**config.mk**
```make
export PLATFORM = sky130hd
export DESIGN_NAME = l2_fwd_stall_tracker
export DESIGN_NICKNAME = d
export VERILOG_FILES = /design/src/rtl/l2_fwd_stall_tracker.sv
export SDC_FILE = /design/constraint.sdc
export NUM_CORES = 1
export LEC_CHECK = 0
export ABC_AREA = 1
export ABC_CLOCK_PERIOD_IN_PS = 1700
export BUFFER_PORTS_ARGS = -buffer_cell sky130_fd_sc_hd__buf_4
export CAP_MARGIN = 40
export CORE_MARGIN = 10
export CORE_UTILIZATION = 25
export DETAILED_ROUTE_END_ITERATION = 8
export PLACE_DENSITY = 0.61
export SKIP_LAST_GASP = 1
export SYNTH_ARGS = -nofsm -noshare
export SYNTH_HDL_FRONTEND = slang
export SYNTH_SLANG_ARGS = --single-unit
```
**constraint.sdc**
```tcl
create_clock -name clk -period 1.7 [get_ports clk]
set_input_delay 0.34 -clock clk [delete_from_list [all_inputs] [get_ports clk]]
set_output_delay 0.34 -clock clk [all_outputs]
set_load 0.05 [all_outputs]
```
**src/rtl/l2_fwd_stall_tracker.sv**
```systemverilog
`default_nettype none
// ============================================================================
//  Module   : l2_fwd_stall_tracker
//  Purpose  : Holds a single forwarded request that the L2 could not service
//             because its line has an MSHR in a transient state. Tells the L2
//             input decoder when a fwd is held (fwd_stall) and when it may be
//             replayed (fwd_stall_ended), and presents the held address and
//             payload for the replay.
//  Config   : L2_FWD_STALL_WDOG_EN - when defined, a watchdog counts cycles
//             spent waiting on the MSHR and raises a sticky wdog_expired after
//             WDOG_LIMIT cycles. When undefined, wdog_expired is tied low.
//  Ports    :
//    clk                     in  clock
//    rst                     in  asynchronous reset, active-low
//    set_fwd_stall           in  capture the current fwd and start stalling
//    fwd_cap_addr            in  line address of the fwd being captured
//    fwd_cap_payload         in  payload of the fwd being captured
//    fwd_cap_mshr_i          in  MSHR entry the captured fwd waits on
//    mshr_clr_valid          in  an MSHR entry retired this cycle
//    mshr_clr_i              in  index of the retired MSHR entry
//    set_fwd_in_from_stalled in  decoder consumed the held fwd
//    fwd_stall               out a fwd is held (waiting or ready)
//    fwd_stall_ended         out the held fwd is ready to replay
//    stalled_addr            out held line address
//    stalled_payload         out held payload
//    proto_err               out sticky: illegal handshake observed
//    wdog_expired            out sticky: watchdog tripped
//  Revision : 1.0 - initial release
// ============================================================================
module l2_fwd_stall_tracker #(
  parameter int LINE_ADDR_W = 26,
  parameter int PAYLOAD_W   = 40,
  parameter int MSHR_IDX_W  = 2,
  parameter int WDOG_LIMIT  = 4096
) (
  input  logic                   clk,
  input  logic                   rst,
  input  logic                   set_fwd_stall,
  input  logic [LINE_ADDR_W-1:0] fwd_cap_addr,
  input  logic [PAYLOAD_W-1:0]   fwd_cap_payload,
  input  logic [MSHR_IDX_W-1:0]  fwd_cap_mshr_i,
  input  logic                   mshr_clr_valid,
  input  logic [MSHR_IDX_W-1:0]  mshr_clr_i,
  input  logic                   set_fwd_in_from_stalled,
  output logic                   fwd_stall,
  output logic                   fwd_stall_ended,
  output logic [LINE_ADDR_W-1:0] stalled_addr,
  output logic [PAYLOAD_W-1:0]   stalled_payload,
  output logic                   proto_err,
  output logic                   wdog_expired
);

  typedef enum logic [1:0] {
    ST_IDLE    = 2'd0,
    ST_STALLED = 2'd1,
    ST_ENDED   = 2'd2
  } state_e;

  state_e                 state_q, state_d;
  logic [LINE_ADDR_W-1:0] addr_q, addr_d;
  logic [PAYLOAD_W-1:0]   payload_q, payload_d;
  logic [MSHR_IDX_W-1:0]  mshr_q, mshr_d;
  logic                   proto_err_q, proto_err_d;

  // Elaboration-time sanity check on the watchdog limit.
  if (WDOG_LIMIT < 1) begin : g_bad_wdog_limit
    $error("l2_fwd_stall_tracker: WDOG_LIMIT must be >= 1");
  end

  // --------------------------------------------------------------------------
  // Next-state logic
  // --------------------------------------------------------------------------
  always_comb begin
    state_d     = state_q;
    addr_d      = addr_q;
    payload_d   = payload_q;
    mshr_d      = mshr_q;
    proto_err_d = proto_err_q;

    // Illegal handshakes only flag the error; they never disturb the held fwd.
    if (set_fwd_stall && (state_q != ST_IDLE)) begin
      proto_err_d = 1'b1;
    end
    if (set_fwd_in_from_stalled && (state_q != ST_ENDED)) begin
      proto_err_d = 1'b1;
    end

    unique case (state_q)
      ST_IDLE: begin
        if (set_fwd_stall) begin
          addr_d    = fwd_cap_addr;
          payload_d = fwd_cap_payload;
          mshr_d    = fwd_cap_mshr_i;
          // The awaited MSHR may retire in the very cycle the fwd is stalled;
          // compare against the incoming index since mshr_q is not yet loaded.
          if (mshr_clr_valid && (mshr_clr_i == fwd_cap_mshr_i)) begin
            state_d = ST_ENDED;
          end else begin
            state_d = ST_STALLED;
          end
        end
      end
      ST_STALLED: begin
        if (mshr_clr_valid && (mshr_clr_i == mshr_q)) begin
          state_d = ST_ENDED;
        end
      end
      ST_ENDED: begin
        // Held regs are intentionally left intact on replay.
        if (set_fwd_in_from_stalled) begin
          state_d = ST_IDLE;
        end
      end
      default: begin
        state_d = ST_IDLE;
      end
    endcase
  end

  always_ff @(posedge clk or negedge rst) begin
    if (!rst) begin
      state_q     <= ST_IDLE;
      addr_q      <= '0;
      payload_q   <= '0;
      mshr_q      <= '0;
      proto_err_q <= 1'b0;
    end else begin
      state_q     <= state_d;
      addr_q      <= addr_d;
      payload_q   <= payload_d;
      mshr_q      <= mshr_d;
      proto_err_q <= proto_err_d;
    end
  end

  // --------------------------------------------------------------------------
  // Watchdog
  // --------------------------------------------------------------------------
`ifdef L2_FWD_STALL_WDOG_EN
  localparam int                    WDOG_CNT_W = $clog2(WDOG_LIMIT + 1);
  localparam logic [WDOG_CNT_W-1:0] WDOG_MAX   = WDOG_CNT_W'(WDOG_LIMIT);

  logic [WDOG_CNT_W-1:0] wdog_cnt_q, wdog_cnt_d;
  logic [WDOG_CNT_W-1:0] wdog_cnt_inc;
  logic                  wdog_expired_q, wdog_expired_d;

  always_comb begin
    wdog_cnt_d     = '0;
    wdog_expired_d = wdog_expired_q;
    wdog_cnt_inc   = (wdog_cnt_q == WDOG_MAX) ? WDOG_MAX : (wdog_cnt_q + 1'b1);

    // wdog_cnt_inc is the number of STALLED cycles including this one, so
    // the flag rises at the end of the WDOG_LIMIT-th waiting cycle even if
    // that cycle is also the one leaving STALLED.
    if (state_q == ST_STALLED) begin
      if (wdog_cnt_inc == WDOG_MAX) begin
        wdog_expired_d = 1'b1;
      end
      if (state_d == ST_STALLED) begin
        wdog_cnt_d = wdog_cnt_inc;
      end
    end
  end

  always_ff @(posedge clk or negedge rst) begin
    if (!rst) begin
      wdog_cnt_q     <= '0;
      wdog_expired_q <= 1'b0;
    end else begin
      wdog_cnt_q     <= wdog_cnt_d;
      wdog_expired_q <= wdog_expired_d;
    end
  end

  assign wdog_expired = wdog_expired_q;
`else
  assign wdog_expired = 1'b0;
`endif

  // --------------------------------------------------------------------------
  // Outputs: decoded from state or straight from flops
  // --------------------------------------------------------------------------
  assign fwd_stall       = (state_q != ST_IDLE);
  assign fwd_stall_ended = (state_q == ST_ENDED);
  assign stalled_addr    = addr_q;
  assign stalled_payload = payload_q;
  assign proto_err       = proto_err_q;

endmodule
`default_nettype wire

```
==> flow_metrics.py <==
metrics = {
    "sta": {
        "tns_ns": 0,
        "rsz0062_at_grt": "no",
        "fmax_ghz": 0.625,
        "drv_slew": 0,
        "fin_skew_ns": 0.00599,
        "final_hold_viol_count": 15,
        "timing.hold.ws_ns": -0.0126,
        "setup_violations": 0,
        "period_share_pct": 94.2,
        "period_minus_slack_ns": 1.60,
    },
    "synthesis": {
        "synthAdderAreaFrac_pct": 0,
        "synthMuxAreaShare_pct": 26.6,
        "synth_area_leaders": "dfrtp_1 (64%), mux2_2 (27%), buf_6 (2.8%), nand2_1 (2.0%), inv_1 (1.6%)",
        "synth_simple_gate_area_share_pct": 3.45,
        "ys_seq_elements": 71,
        "syn_area_per_cell_um2": 14.8,
        "synth_top_family_by_area": "multiplexers",
        "synthXorXnorAreaFrac_pct": 0,
        "netlist.area_leader.share_pct": 63.5,
        "seq_area_frac_synth_pct": 63.5,
        "ys_types": 13,
        "synthCells": 189,
        "synth-compound-area-share_pct": 1.61,
        "ys_warn_count": 0,
        "netlist_area_um2": 2800,
        "syn_nets": 264,
        "synth_largest_area_cell": "dfrtp_1",
    },
    "grt": {
        "grt_start_max_net_pins": 72,
        "first_global_vias": 2164,
        "grt.overflow.total": 0,
        "grt_antenna_before_repair": 0,
        "grt_pass1_wl_um": 11700,
        "grt_usage_pct": 9.10,
    },
    "detailed_routing": {
        "routedWlPerCell_um": 15.0,
        "drt_iter0_markers": 74,
        "drt_pre_antenna_iters": 4,
        "drtAntennaViolNets": 0,
        "drc": 0,
        "wirelength_um": 7260,
        "vias": 1966,
        "viasPerCell": 4.07,
    },
    "min_path": {
        "hold_class": "in2async",
    },
    "worst_setup_path": {
        "cp-start-kind": "flop",
        "rr_worst_depth": 4,
        "crit_arrival_ns": 1.26,
        "rr_endpoint": "stalled_addr[24]$_DFFE_PN0P_",
        "r2r_slack_ns": 0.25,
        "required_ns": 1.36,
        "critical_path_class": "reg2out",
        "r2r_start": "state_q[1]$_DFFE_PN0P_",
        "worstPathMaxFanout": 4,
        "endpoint_kind": "primary output",
    },
    "die": {
        "start_util_pct": 25.7,
        "dieArea_um2": 15800,
        "die_width_um": 126,
        "rows": 38,
        "core_area_um2": 10900,
        "io_pins": 145,
        "fp.dieH_um": 126,
    },
    "clock_tree": {
        "postCtsHoldBufs": 0,
        "cts_made_buffers": 9,
        "cts_resized": 0,
        "cts_tree": "done",
        "clkTransAtPathRegs_ns": 0.07,
        "htreeDepth": 3,
        "clkLatencyLatePin_ns": 0.34,
        "cts.sink_count": 71,
        "cts_setup_buffers": 0,
        "cts.path.max_buffers": 2,
        "clockRootBuffer": "clkbuf_8",
    },
    "placement": {
        "hpwl_um": 5640,
        "io_buffers": 143,
        "place.gp.congestion": 0.683,
    },
    "layout": {
        "diodes": 0,
        "syn_to_final_growth_pct": 49.1,
        "final_nets": 413,
        "multiInputGateArea_um2": 888,
        "regArea_um2": 1780,
        "drive_gt1_share_pct": 66.5,
        "fill_cells": 1091,
    },
    "status": {
        "status": "finished, violations left",
        "failed_checks": "negative hold slack",
    },
    "job": {
        "max_cap_violations": 0,
    },
}
==> state kept, by name, summed over array words and instances, names as in the netlist <==
signal           count
stalled_payload     40
stalled_addr        26
mshr_q               2
state_q              2
proto_err            1
==> cell families after synthesis <==
family,Yosys count
AO/OA/AOI/OAI,9
buffers and inverters,20
flip-flops,71
multiplexers,66
other,1
AND/OR/NAND/NOR,22
==> cell usage after synthesis <==
cell type and number:
dfrtp_1 71, o21ai_0 5, buf_4 1, nand2_4 1, nand2_1 15, mux2_2 66
nand3_1 3, a21oi_1 4, inv_1 12, buf_6 7, nor2_1 2, conb_1 1
nor2_2 1
==> worst max-delay path, cell delays in order, from the launching register on <==
cell,delay (ns)
dfrtp_1,0.42
nor2_2,0.22
inv_1,0.10
buf_4,0.20
==> metrics by stage <==
| step | cell area (um2) | std cells | setup slack (ns) | utilization [%] | hold slack (ns) |
|---|---|---|---|---|---|
| floorplan | 2800 | 189 | 0.167 | - | 0.0444 |
| global placement | 3990 | 467 | 0.239 | 36.7 | 0.382 |
| detailed placement | 3990 | 467 | 0.235 | 36.7 | 0.386 |
| CTS | 4170 | 483 | 0.0679 | 38.3 | 0.00154 |
| global route | 4170 | 483 | 0.0263 | 38.3 | 0.0107 |
| finish | 4170 | 483 | 0.0993 | 38.3 | -0.0126 |
==> area by class of cell <==
class,instances,share of cell area [%]
sequential,71,42.6
timing repair buffer,146,26.6
multi-input combinational,98,21.3
tap,140,4.20
clock buffer,13,3.81
inverter,12,1.08
clock inverter,3,0.420
==> layer usage <==
metal	global-route usage [%]	up-vias	routed length, um
met5	0	-	0
met4	3.42	0	85
met3	5.29	8	769
met2	14.5	83	3680
met1	9.86	945	2730
li1	-	930	-
==> worst max-delay path by stage <==
stage                                              end  slack (ns)  cells after the start              startpoint
after floorplan                 state_q[0]$_DFFE_PN0P_        0.17                      5  state_q[1]$_DFFE_PN0P_
after global placement     stalled_addr[8]$_DFFE_PN0P_        0.24                      4           set_fwd_stall
after detailed placement  stalled_addr[24]$_DFFE_PN0P_        0.23                      4           set_fwd_stall
after CTS                                    fwd_stall        0.07                      3  state_q[1]$_DFFE_PN0P_
after global routing                         fwd_stall        0.03                      3  state_q[1]$_DFFE_PN0P_
final                                        fwd_stall         0.1                      3  state_q[1]$_DFFE_PN0P_
==> layout by cell type, fill, tap and decap left out, drive strengths merged <==
master and n:
clkinvlp 1, buf 146, nor2 3, conb 1, o21ai 5, clkinv 2
inv 12, nand3 3, mux2 66, dfrtp 71, nand2 16, a21oi 4
clkbuf 13
Power is left out: the tool's default activity adds up to more than one toggle a clock period on the data nets, which glitch-free logic cannot reach.
